[src/rtl/sram_arb_pkg.sv]
// Shared types for the group SRAM arbiter: FSM states, requester ids and access kinds.
package sram_arb_pkg;

    typedef enum logic [1:0] {
        IDLE = 2'd0,
        BUSY = 2'd1,
        RESP = 2'd2
    } state_t;

    typedef enum logic {
        REQ_SCAN = 1'b0,
        REQ_CORE = 1'b1
    } req_id_t;

    typedef enum logic {
        OP_RD = 1'b0,
        OP_WR = 1'b1
    } op_t;

endpackage

[src/rtl/rr_pick2.sv]
// Two-way request picker for the SRAM arbiter. Round-robin by default;
// SRAM_ARB_SCAN_PRIO_EN switches to fixed priority with scan always winning ties.
module rr_pick2
    import sram_arb_pkg::*;
(
    input  logic [1:0] req,
    input  req_id_t    last,
    input  logic       en,
    output logic [1:0] gnt,
    output req_id_t    id
);

`ifdef SRAM_ARB_SCAN_PRIO_EN
    logic unused_last;
    assign unused_last = last;

    always_comb begin
        id = req[0] ? REQ_SCAN : REQ_CORE;
    end
`else
    // On a tie the requester that did not win last time goes next.
    always_comb begin
        if (req == 2'b11) begin
            id = (last == REQ_SCAN) ? REQ_CORE : REQ_SCAN;
        end else begin
            id = req[1] ? REQ_CORE : REQ_SCAN;
        end
    end
`endif

    always_comb begin
        gnt = 2'b00;
        if (en && (req != 2'b00)) begin
            gnt = (id == REQ_CORE) ? 2'b10 : 2'b01;
        end
    end

endmodule

[src/rtl/sram_share_arb.sv]
// Shares the single group SRAM port between the scan controller and the core.
// Build option: SRAM_ARB_SCAN_PRIO_EN gives scan fixed priority instead of round-robin.
//
// state | meaning
// IDLE  | no access in flight; grant the next requester
// BUSY  | strobe held to the SRAM, waiting for sram_ready or timeout
// RESP  | one-cycle ready pulse to the winning requester
module sram_share_arb
    import sram_arb_pkg::*;
#(
    parameter int ADDR_W      = 11,
    parameter int DATA_W      = 32,
    parameter int TIMEOUT_CYC = 255
) (
    input  logic              clk,
    input  logic              rst_n,
    input  logic              s_ren,
    input  logic              s_wen,
    input  logic [ADDR_W-1:0] s_addr,
    input  logic [DATA_W-1:0] s_wdata,
    output logic [DATA_W-1:0] s_rdata,
    output logic              s_ready,
    input  logic              c_ren,
    input  logic              c_wen,
    input  logic [ADDR_W-1:0] c_addr,
    input  logic [DATA_W-1:0] c_wdata,
    output logic [DATA_W-1:0] c_rdata,
    output logic              c_ready,
    output logic              sram_ren,
    output logic              sram_wen,
    output logic [ADDR_W-1:0] sram_addr,
    output logic [DATA_W-1:0] sram_wdata,
    input  logic [DATA_W-1:0] sram_rdata,
    input  logic              sram_ready,
    output logic              grant_id,
    output logic              busy,
    output logic              timeout_err
);

    localparam int CNT_W = (TIMEOUT_CYC < 2) ? 1 : $clog2(TIMEOUT_CYC);
    localparam logic [CNT_W-1:0] CNT_LAST = CNT_W'(TIMEOUT_CYC - 1);

    state_t            state;
    req_id_t           last_q;
    req_id_t           grant_q;
    op_t               op_q;
    logic [CNT_W-1:0]  cnt;

    logic [1:0]        req;
    logic [1:0]        pick_gnt;
    req_id_t           pick_id;
    logic              win_wen;
    logic [ADDR_W-1:0] win_addr;
    logic [DATA_W-1:0] win_wdata;
    logic [DATA_W-1:0] rsp_data;

    assign req       = {c_ren | c_wen, s_ren | s_wen};
    assign win_wen   = (pick_id == REQ_CORE) ? c_wen   : s_wen;
    assign win_addr  = (pick_id == REQ_CORE) ? c_addr  : s_addr;
    assign win_wdata = (pick_id == REQ_CORE) ? c_wdata : s_wdata;
    // An aborted read returns zero rather than whatever the SRAM bus holds.
    assign rsp_data  = sram_ready ? sram_rdata : '0;
    assign grant_id  = grant_q;

    rr_pick2 u_pick (
        .req  (req),
        .last (last_q),
        .en   (state == IDLE),
        .gnt  (pick_gnt),
        .id   (pick_id)
    );

    always_ff @(posedge clk) begin
        if (!rst_n) begin
            state       <= IDLE;
            last_q      <= REQ_CORE;
            grant_q     <= REQ_SCAN;
            op_q        <= OP_RD;
            cnt         <= '0;
            sram_ren    <= 1'b0;
            sram_wen    <= 1'b0;
            sram_addr   <= '0;
            sram_wdata  <= '0;
            s_rdata     <= '0;
            c_rdata     <= '0;
            s_ready     <= 1'b0;
            c_ready     <= 1'b0;
            busy        <= 1'b0;
            timeout_err <= 1'b0;
        end else begin
            s_ready <= 1'b0;
            c_ready <= 1'b0;
            case (state)
                IDLE: begin
                    if (pick_gnt != 2'b00) begin
                        grant_q    <= pick_id;
                        last_q     <= pick_id;
                        op_q       <= win_wen ? OP_WR : OP_RD;
                        sram_addr  <= win_addr;
                        sram_wdata <= win_wdata;
                        sram_ren   <= ~win_wen;
                        sram_wen   <= win_wen;
                        cnt        <= '0;
                        busy       <= 1'b1;
                        state      <= BUSY;
                    end
                end
                BUSY: begin
                    if (sram_ready || (cnt == CNT_LAST)) begin
                        sram_ren <= 1'b0;
                        sram_wen <= 1'b0;
                        if (!sram_ready) begin
                            timeout_err <= 1'b1;
                        end
                        if (op_q == OP_RD) begin
                            if (grant_q == REQ_CORE) begin
                                c_rdata <= rsp_data;
                            end else begin
                                s_rdata <= rsp_data;
                            end
                        end
                        s_ready <= (grant_q == REQ_SCAN);
                        c_ready <= (grant_q == REQ_CORE);
                        state   <= RESP;
                    end else begin
                        cnt <= cnt + 1'b1;
                    end
                end
                RESP: begin
                    busy  <= 1'b0;
                    state <= IDLE;
                end
                default: begin
                    busy  <= 1'b0;
                    state <= IDLE;
                end
            endcase
        end
    end

endmodule

[config.mk]
export PLATFORM = sky130hd
export DESIGN_NAME = sram_share_arb
export DESIGN_NICKNAME = d
export VERILOG_FILES = /design/src/rtl/sram_arb_pkg.sv /design/src/rtl/rr_pick2.sv /design/src/rtl/sram_share_arb.sv
export SDC_FILE = /design/constraint.sdc
export NUM_CORES = 1
export LEC_CHECK = 0
export CORE_MARGIN = 3
export CORE_UTILIZATION = 30
export CTS_CLUSTER_SIZE = 25
export DETAILED_ROUTE_END_ITERATION = 16
export GPL_TIMING_DRIVEN = 0
export HOLD_SLACK_MARGIN = 0.15
export PLACE_DENSITY_LB_ADDON = 0.05
export SLEW_MARGIN = 5
export SYNTH_ARGS = -nofsm -noshare
export SYNTH_HDL_FRONTEND = slang
export SYNTH_HIERARCHICAL = 1
export SYNTH_SLANG_ARGS = --single-unit
export TNS_END_PERCENT = 30
[constraint.sdc]
create_clock -name clk -period 5.37 [get_ports clk]
set_clock_uncertainty 0.15 [all_clocks]
set_input_delay 1.611 -clock clk [delete_from_list [all_inputs] [get_ports clk]]
set_output_delay 1.611 -clock clk [all_outputs]
set_load 0.005 [all_outputs]
# [Word level (Yosys, flattened, before mapping)]
# Index checks and enable logic that the tools add are counted.
[word_totals] word_cells=67 reg_bits=126 in_bits=125 out_inout_bits=114
[op_classes] n_reduce_logical=15 bitwise=7 eq_ne=6 add_sub_neg=1 muxes=23
[op_table] cell="$mux 32" count=2
[op_table] cell="$mux 8" count=2
[op_table] cell="$pmux 8 s2" count=1
[op_table] cell="$reduce_and 3->1" count=4
[op_table] cell="$mux 11" count=1
[op_table] cell="$mux 1" count=9
[op_table] cell="$add 8x1->8 const B" count=1
[op_table] cell="$eq 8x8->1 const B" count=1
[op_table] cell="$mux 2" count=4
[op_table] cell="$reduce_and 4->1" count=2
[op_table] cell="$ne 2x2->1 const B" count=3
[op_table] cell="$pmux 1 s2" count=3
[op_table] cell="$reduce_and 2->1" count=3
[op_table] cell="$reduce_bool 2->1" count=3
[op_table] cell="$not 1->1" count=5
[op_table] cell="$pmux 2 s2" count=1
[op_table] cell="$eq 2x1->1 const B" count=1
[op_table] cell="$eq 2x2->1 const B" count=1
[op_table] cell="$logic_not 2->1" count=1
[op_table] cell="$or 1x1->1" count=2
[op_table] cell="$logic_and 1x1->1" count=1
[op_table] cell="$logic_or 1x1->1" count=1

# [Longest topological paths before layout]
# Gate-level depths: netlist of run 1.
[depth] word_depth=8 depth_mapped=9 depth_no_buf=7

# [By module]
# The synthesis of run 1 kept the hierarchy.
[modules_own_cells] module="sram_share_arb" area_each_um2=5491.5 cells_each=583 instances=1 seq_area_each_um2=2522.4
[modules_own_cells] module="rr_pick2" area_each_um2=30.0 cells_each=5 instances=1 seq_area_each_um2=0.0

# [Worst setup path after synthesis of run 1]
# Ideal clock, no wire load.
[synth_timing] kind="in2reg" from="input c_wen" to="register sram_addr[0]" arrival_ps=3253 path_stages=9 t_required_ps=5104 path_buffers=3 setup_slack_ps=1851 setup_time_ps=116 cell_sequence="or2_2 a21boi_2 and2_1 or2_2 and2_1 buf_2 buf_6 buf_2 o211a_1"
[synth_via] elab_chain_cells=7 word_cells_on_any_way=11 cone_classes="eq/ne: 1; mux: 5; bitwise: 1; reduce/logical: 4"
[synth_lines] item="from (decl)" line="sram_share_arb.sv:24" rtl="input logic c_wen,"
[synth_lines] item="$or 1x1->1 (*)" line="sram_share_arb.sv:57" rtl="assign req = {c_ren | c_wen, s_ren | s_wen};"
[synth_lines] item="$eq 2x2->1 or $mux 1 (tied branches)" line="rr_pick2.sv:23, rr_pick2.sv:26"
[synth_lines] item="$mux 1 (*)" line="rr_pick2.sv:23" rtl="if (req == 2'b11) begin"
[synth_lines] item="net pick_id" line="sram_share_arb.sv:51" rtl="req_id_t pick_id;"
[synth_lines] item="$mux 2 (*)" line="rr_pick2.sv:34" rtl="gnt = (id == REQ_CORE) ? 2'b10 : 2'b01;"
[synth_lines] item="$mux 2 (*)" line="rr_pick2.sv:33" rtl="if (en && (req != 2'b00)) begin"
[synth_lines] item="net pick_gnt[1]" line="sram_share_arb.sv:50" rtl="logic [1:0] pick_gnt;"
[synth_lines] item="$reduce_bool 2->1 (*)" line="sram_share_arb.sv:95" rtl="if (pick_gnt != 2'b00) begin"
[synth_lines] item="$reduce_and 2->1 (no source line) (*)"
[synth_lines] item="to (signal assigned)" line="sram_share_arb.sv:99" rtl="sram_addr <= win_addr;"
[synth_lines] item="to (decl)" line="sram_share_arb.sv:31" rtl="output logic [ADDR_W-1:0] sram_addr,"
# Mark *: on every way through the listed nets, which the timed path passes. The rest lies on a longest branch.
# A chain may end at the register's enable or synchronous reset.

# [Final worst setup path of run 1]
[layout_timing] from="input c_wen" to="register sram_addr[3]"
[layout_via] elab_chain_cells=7 word_cells_on_any_way=11 cone_classes="eq/ne: 1; mux: 5; bitwise: 1; reduce/logical: 4"
[layout_lines] item="$or 1x1->1 (*)" line="sram_share_arb.sv:57"
[layout_lines] item="net req[1]" line="sram_share_arb.sv:49" rtl="logic [1:0] req;"
[layout_lines] item="$eq 2x2->1 or $mux 1 (tied branches)" line="rr_pick2.sv:23, rr_pick2.sv:26"
[layout_lines] item="$mux 1 (*)" line="rr_pick2.sv:23"
[layout_lines] item="net pick_id" line="sram_share_arb.sv:51"
[layout_lines] item="$mux 2 (*)" line="rr_pick2.sv:34"
[layout_lines] item="$mux 2 (*)" line="rr_pick2.sv:33"
[layout_lines] item="net pick_gnt[1]" line="sram_share_arb.sv:50"
[layout_lines] item="$reduce_bool 2->1 (*)" line="sram_share_arb.sv:95"
[layout_lines] item="$reduce_and 2->1 (no source line) (*)"
# Marked as above.

==> results of run 1 <==
## path summary, 6_finish.rpt
| check | end | depth (start not counted) | startpoint |
|---|---|---|---|
| max | sram_addr[3] | 10 | c_wen |
| min | timeout_err | 1 | timeout_err |
| min reg2reg | timeout_err | 1 | timeout_err |
| max reg2reg | s_rdata[15] | 8 | cnt[0] |
## power breakdown
group	switching [mW]	total [mW]	internal (mW)	leakage (nW)
combinational	0.612	1.29	0.676	2.20
sequential	0.118	1.25	1.13	1.03
clock	0.433	1.16	0.732	0.284
total	1.16	3.70	2.54	3.51
## sequential cells by signal, indices dropped and copies added, names as in the netlist
signal / flops
sram_ren: 1
timeout_err: 1
sram_addr: 11
sram_wdata: 32
busy: 1
grant_id: 1
state: 2
s_ready: 1
c_ready: 1
op_q: 1
s_rdata: 32
last_q: 1
cnt: 8
c_rdata: 32
sram_wen: 1
## kinds of logic (layout without fill, tap and decap cells)
group           count (synthesis)  in the layout
compound gates                198            198
xor+xnor                        1              1
fa+ha+maj                       2              2
buf+inv                        58            328
flops                         126            126
mux                            44             44
simple gates                  159            159
## synthesized netlist by cell type, drive strengths merged, types with 2 or more instances
cell type	number	area (um^2)
inv	3	11.3
nor2	5	18.8
and2	4	25.0
o221a	2	22.5
nand3	69	345
or2	4	25.0
o211a	44	440
nand2	54	203
dfxtp	126	2520
o21a	3	22.5
mux2i	43	430
ha	2	25.0
o21ai	67	339
nor3	2	21.3
nor2b	3	18.8
nand2b	2	20.0
a21oi	4	23.8
and3	7	48.8
nor3b	3	43.8
clkbuf	34	131
a21boi	70	529
buf	21	113
o211ai	3	22.5
## layer usage
layer / track usage / vias to the layer above / share of wire
li1: - / 2650 / -
met1: 0.227 / 2622 / 0.42
met2: 0.318 / 216 / 0.47
met3: 0.0782 / 19 / 0.094
met4: 0.0505 / 0 / 0.014
met5: 0 / - / 0
## worst max-delay path, stage by stage
cell and delay [ns]:
clkdlybuf4s50_1 0.42, or2_2 0.31, a21boi_2 0.16, and2_1 0.15, or2_2 0.33, and2_1 0.16, buf_2 0.17, buf_6 0.16
buf_2 0.19, o211a_1 0.23
## per-stage QoR
stage | worst slack [ns] | hold slack [ns]
after floorplan | 1.85 | 0.314
after CTS | 1.64 | 0.326
after detailed placement | 1.20 | 0.316
after global placement | 1.27 | 0.307
final | 1.63 | 0.324
after global routing | 1.58 | 0.339
## area by class of cell
| class | count | share of cell area |
|---|---|---|
| flip-flops and latches | 126 | 0.287 |
| clock inverters | 13 | 0.0189 |
| plain buffers | 55 | 0.0278 |
| clock buffers | 19 | 0.0493 |
| well taps | 225 | 0.0320 |
| repair buffers | 238 | 0.271 |
| multi-input cells | 404 | 0.312 |
| inverters | 3 | 0.00128 |
==> run_results.csv, run 1 <==
group,metric,value,unit
routing,drt_wl_total,19300,um
finish,seq_area,2520,um^2
finish,area_growth,59.1,%
die,ios,239,
synthesis,synth-simple-area-share,0.149,
clock_network,cts_root_buffer,"clkbuf_16",
power,irDropWorstVdd,0.000233,V
synthesis,synth-compound-area-share,0.262,
die,initial_core_util,0.313,
clock_network,h-tree-depth,4,
grt,antenna_found_initial,0,
grt,grt_start_max_net_pins,17,
finish,drive_above_1_share,0.0828,
clock_network,postCtsSetupBuffers,0,
clock_network,cts_made_buffers,17,
synthesis,synth_edf_count,0,
clock_network,postCtsHoldBufs,0,
clock_network,cts.sinks,126,
place,dpl.hpwl,14800,um
finish,stdcell_count,1083,
grt,grt_pass1_vias,5736,
run,cap_violations,0,
finish,multiInputGateArea,2740,um^2
clock_network,worstSkewPairLatency,0.41,ns
place,dpl_cell_area,8190,um^2
power,p_per_area,421,nW/um^2
synthesis,async_flop_share,0,
timing,period_needed,3.74,ns
place,place_congestion,0.797,
routing,num_vias,5507,
grt,grt_overflow_total,0,
synthesis,ys_warn_count,6,
die,coreArea,17700,um^2
synthesis,seq_area_frac_synth,0.457,
synthesis,ys_types,49,
routing,first_pass_iters,4,
place,io_buffer_count,238,
critical_path,end_kind,"register",
timing,maxSlewViolCount,0,
synthesis,synth-main-ff-cell,"dfxtp_1",
synthesis,synth_adder_area_share,0.00453,
finish,fill_cells,1674,
clock_network,cts_resized,0,
die,die_height,142,um
finish,stdcell_area,8780,um^2
routing,drtIter0Drc,234,
grt,grt_pass1_wl,30200,um
place,dp_cells,1051,
finish,final_nets,972,
power,total_power,3.70,mW
run_status,status,"complete, no violations",
timing,fmax,267,MHz
clock_network,cts_tree,"done",
grt,grt_usage,0.190,
timing,worst_pin_slew,0.535,ns
min_path,min_path_type,"reg2reg",
timing,rsz0062_at_grt,"no",
clock_network,clockBufferDepth,2,
critical_path,path_class,"in2reg",
synthesis,syn_area_per_cell,9.39,um^2
synthesis,synth_xor_area_frac,0.00159,
finish,final_common_cell,"clkdlybuf4s50_1",
finish,antenna_cells,0,
power,power_leakage,3.51,nW
synthesis,ys_ff_latch,126,
timing,post-route-period-util,0.697,
die,die_x,142,um
synthesis,synth_nets,715,
synthesis,synth_cells,588,
critical_path,r2r_slack,3.09,ns
routing,viasPerCell,5.08,
timing,tns,0,ns
critical_path,cp_max_fo,10,
routing,drcViolationCount,0,
synthesis,synthMuxAreaShare,0.0800,
routing,ant_nets,0,
synthesis,netlist_area,5520,um^2
finish,layout_common_cells,"clkdlybuf4s50_1 (238), dfxtp_1 (126), nand3_1 (69)",
critical_path,crit_required,5.53,ns
timing,setup_viol,0,
critical_path,setup.worst_path.start_class,"primary input",
timing,max-slew-margin-rel,0.644,
die,std_cell_rows,48,
finish,post-route-util,0.498,
critical_path,worstPathArrival,3.90,ns
clock_network,cts.clk_slew.worst_paths,0.06,ns
routing,wire_per_inst,17.8,um
synthesis,synth_top_family_by_area,"compound AO/OA/AOI/OAI gates",
timing,final_hold_viol_count,0,
die,die_area,20100,um^2
(Power assumes the default switching activity.)
==> run 2, diff against run 1 <==
==> constraint.sdc (replaced) <==
create_clock -name clk -period 3.8 [get_ports clk]
set_clock_uncertainty 0.15 [all_clocks]
set_input_delay 1.14 -clock clk [delete_from_list [all_inputs] [get_ports clk]]
set_output_delay 1.14 -clock clk [all_outputs]
set_load 0.005 [all_outputs]
==> results of run 2 <==
Same layout as run 1 (identical final DEF). Status: complete, no violations.
Among the figures that moved: setup slack after placement 1.20 ns -> 0.105 ns; setup slack after layout 1.63 ns -> 0.531 ns; register-to-register setup slack 3.09 ns -> 1.52 ns; total power 3.70 mW -> 5.23 mW; worst IR drop on VDD 0.000233 V -> 0.000330 V
==> variant: new RTL, settings of run 1 <==
Put one more register stage on the output `timeout_err`, with the module's reset. The value now appears one clock later. The other outputs are not delayed to match.
--- a/src/rtl/sram_share_arb.sv
+++ b/src/rtl/sram_share_arb.sv
@@ -40,4 +40,6 @@
     localparam int CNT_W = (TIMEOUT_CYC < 2) ? 1 : $clog2(TIMEOUT_CYC);
     localparam logic [CNT_W-1:0] CNT_LAST = CNT_W'(TIMEOUT_CYC - 1);
+
+    logic timeout_err_s0;
 
     state_t            state;
@@ -87,5 +89,5 @@
             c_ready     <= 1'b0;
             busy        <= 1'b0;
-            timeout_err <= 1'b0;
+            timeout_err_s0 <= 1'b0;
         end else begin
             s_ready <= 1'b0;
@@ -111,5 +113,5 @@
                         sram_wen <= 1'b0;
                         if (!sram_ready) begin
-                            timeout_err <= 1'b1;
+                            timeout_err_s0 <= 1'b1;
                         end
                         if (op_q == OP_RD) begin
@@ -139,4 +141,12 @@
     end
 
+    always_ff @(posedge clk) begin
+        if (!rst_n) begin
+            timeout_err <= '0;
+        end else begin
+            timeout_err <= timeout_err_s0;
+        end
+    end
+
 endmodule
 
Behaviour: same outputs for any inputs over 4 cycles, from zero or initial values and one cycle with rst_n low; that may be too few to reach the edited logic, so the function may still have changed.
==> variant against run 1 <==
Area after synthesis rose by 0.50%; routed wire length down 2.9%; first-iteration DRC count decreased by 16%; sequential cell count up 1; fmax rose by 2.3%; worst setup slack better by 0.085 ns; cell area grew 0.23%; register-to-register slack gained 0.04 ns; power is 0.54% lower; die area increased by 0.48%; critical endpoint is now sram_addr[5]; largest cell class unchanged; highest routed layer unchanged.
==> variant: results (changes against run 1) <==
- Status: completed
- Top cells by area, synth: dfxtp_1 46%, o211a_1 7.9%, mux2i_1 7.8%
- Placed cell count: 1057 (+0.57%)
- Proportion of layout cells with a drive suffix above 1: 8.74% (+0.47 points)
- Syn Nets: 717 (+0.28%)
- R2R Setup Slk: 3.13 ns (+0.04 ns)
- Largest net degree at the start of global routing: 17 (unchanged)
- Dpl cell area: 8220 um^2 (+0.40%)
- Initial antenna violation count: 0 (unchanged)
- Synth cell count leaders: 127 x dfxtp_1, 69 x nand3_1, 66 x o21ai_0, 54 x nand2_1, 44 x o211a_1
- Final nets: 974 (+0.21%)
- WL final: 18.7 mm (-2.9%)
- Distinct cells, synth: 51 (+4.1%)
- DRT iter0 DRCs: 197 (-16%)
- Sw Ratio: 30.6% (-0.79 points)
- Post-Synth Adder-Cell Area: 0.451% (-0.0022 points)
- Via Count: 5384 (-2.2%)
- Pleak: 3.54 nW (+0.69%)
- Max Root-Sink Buffers: 2 (unchanged)
- Relative slew slack: 58.1% (-6.2 points)
- Peak supply drop: 237 uV (+1.5%)
- GRT Total Usage: 18.5% (-0.59 points)
- Routed vias/inst: 4.95 (-2.6%)
- XOR/XNOR Fraction of Synth Area: 0.158% (-0.00079 points)
- Avg Inst Size Synth: 9.41 um^2 (+0.16%)
- Post-DP HPWL: 14.5 mm (-2.2%)
- Synth Area in Compound Gates: 26.1% (-0.13 points)
- Post-synthesis mux area share: 7.96% (-0.040 points)
- Post-synthesis sequential area ratio: 45.8% (+0.13 points)
- FILL cells: 1679 (+0.30%)
- Arr. time, crit path: 3.80 ns (-0.10 ns)
- First-pass GRT wire length: 29.6 mm (-1.9%)
- Vias in the first global route: 5558 (-3.1%)
- RePlAce Congestion: 0.791 (-0.84%)
- H-tree lvl count: 4 (unchanged)
- Top flop regs: c_rdata: 32 flops, s_rdata: 32 flops, sram_wdata: 32 flops
variant: worst register-to-register path, stage by stage (launching register included):
cell	delay (ns)
dfxtp_1	0.41
inv_1	0.07
ha_1	0.21
and3_4	0.19
a21oi_2	0.29
buf_4	0.25
clkbuf_2	0.24
o21ai_0	0.13
a21boi_0	0.21
variant: routing by layer:
layer | wire length [um] | share of wire [%] | GRT usage, % | vias to the layer above
li1 | - | - | - | 2654
met1 | 7860 | 42 | 22.1 | 2512
met2 | 8940 | 48 | 30.6 | 202
met3 | 1710 | 9.1 | 7.46 | 16
met4 | 207 | 1.1 | 5.40 | 0
met5 | 0 | 0 | 0 | -
variant: worst paths after layout:
| path | to | startpoint | depth (start not counted) |
|---|---|---|---|
| setup / recovery | sram_addr[5] | c_wen | 10 |
| hold reg to reg | timeout_err | timeout_err_s0 | 1 |
| hold / removal | timeout_err | timeout_err_s0 | 1 |
| setup reg to reg | s_rdata[26] | cnt[0] | 8 |
variant: final cells by class:
class	instances	area (um^2)	area share [%]
Buffer	55	253	2.87
Clock buffer	20	447	5.07
Clock inverter	10	140	1.59
Inverter	3	11.3	0.128
Multi-Input combinational cell	405	2740	31.1
Sequential cell	127	2540	28.9
Tap cell	229	287	3.25
Timing Repair Buffer	238	2380	27.1
variant: power by group through the flow:
stage / Sequential, mW / Clock (mW) / Combinational (mW)
final: 1.25 / 1.15 / 1.28
after global routing: 1.28 / 1.22 / 1.41
after CTS: 1.26 / 1.18 / 1.30
after detailed placement: 1.27 / 0 / 1.30
after global placement: 1.26 / 0 / 1.28
after floorplan: 1.27 / 0 / 0.611
variant: cells by family (layout without fill, tap and decap cells):
kind of cell    Yosys count  in the layout
xor+xnor                  1              1
flops                   127            127
compound gates          198            198
mux                      44             44
simple gates            160            160
buf+inv                  58            326
fa+ha+maj                 2              2
variant: per-stage QoR:
| step | hold slack, ns | worst slack (ns) |
|---|---|---|
| floorplan | 0.281 | 1.86 |
| global placement | 0.290 | 1.29 |
| detailed placement | 0.296 | 1.27 |
| CTS | 0.304 | 1.71 |
| global route | 0.345 | 1.53 |
| finish | 0.296 | 1.71 |
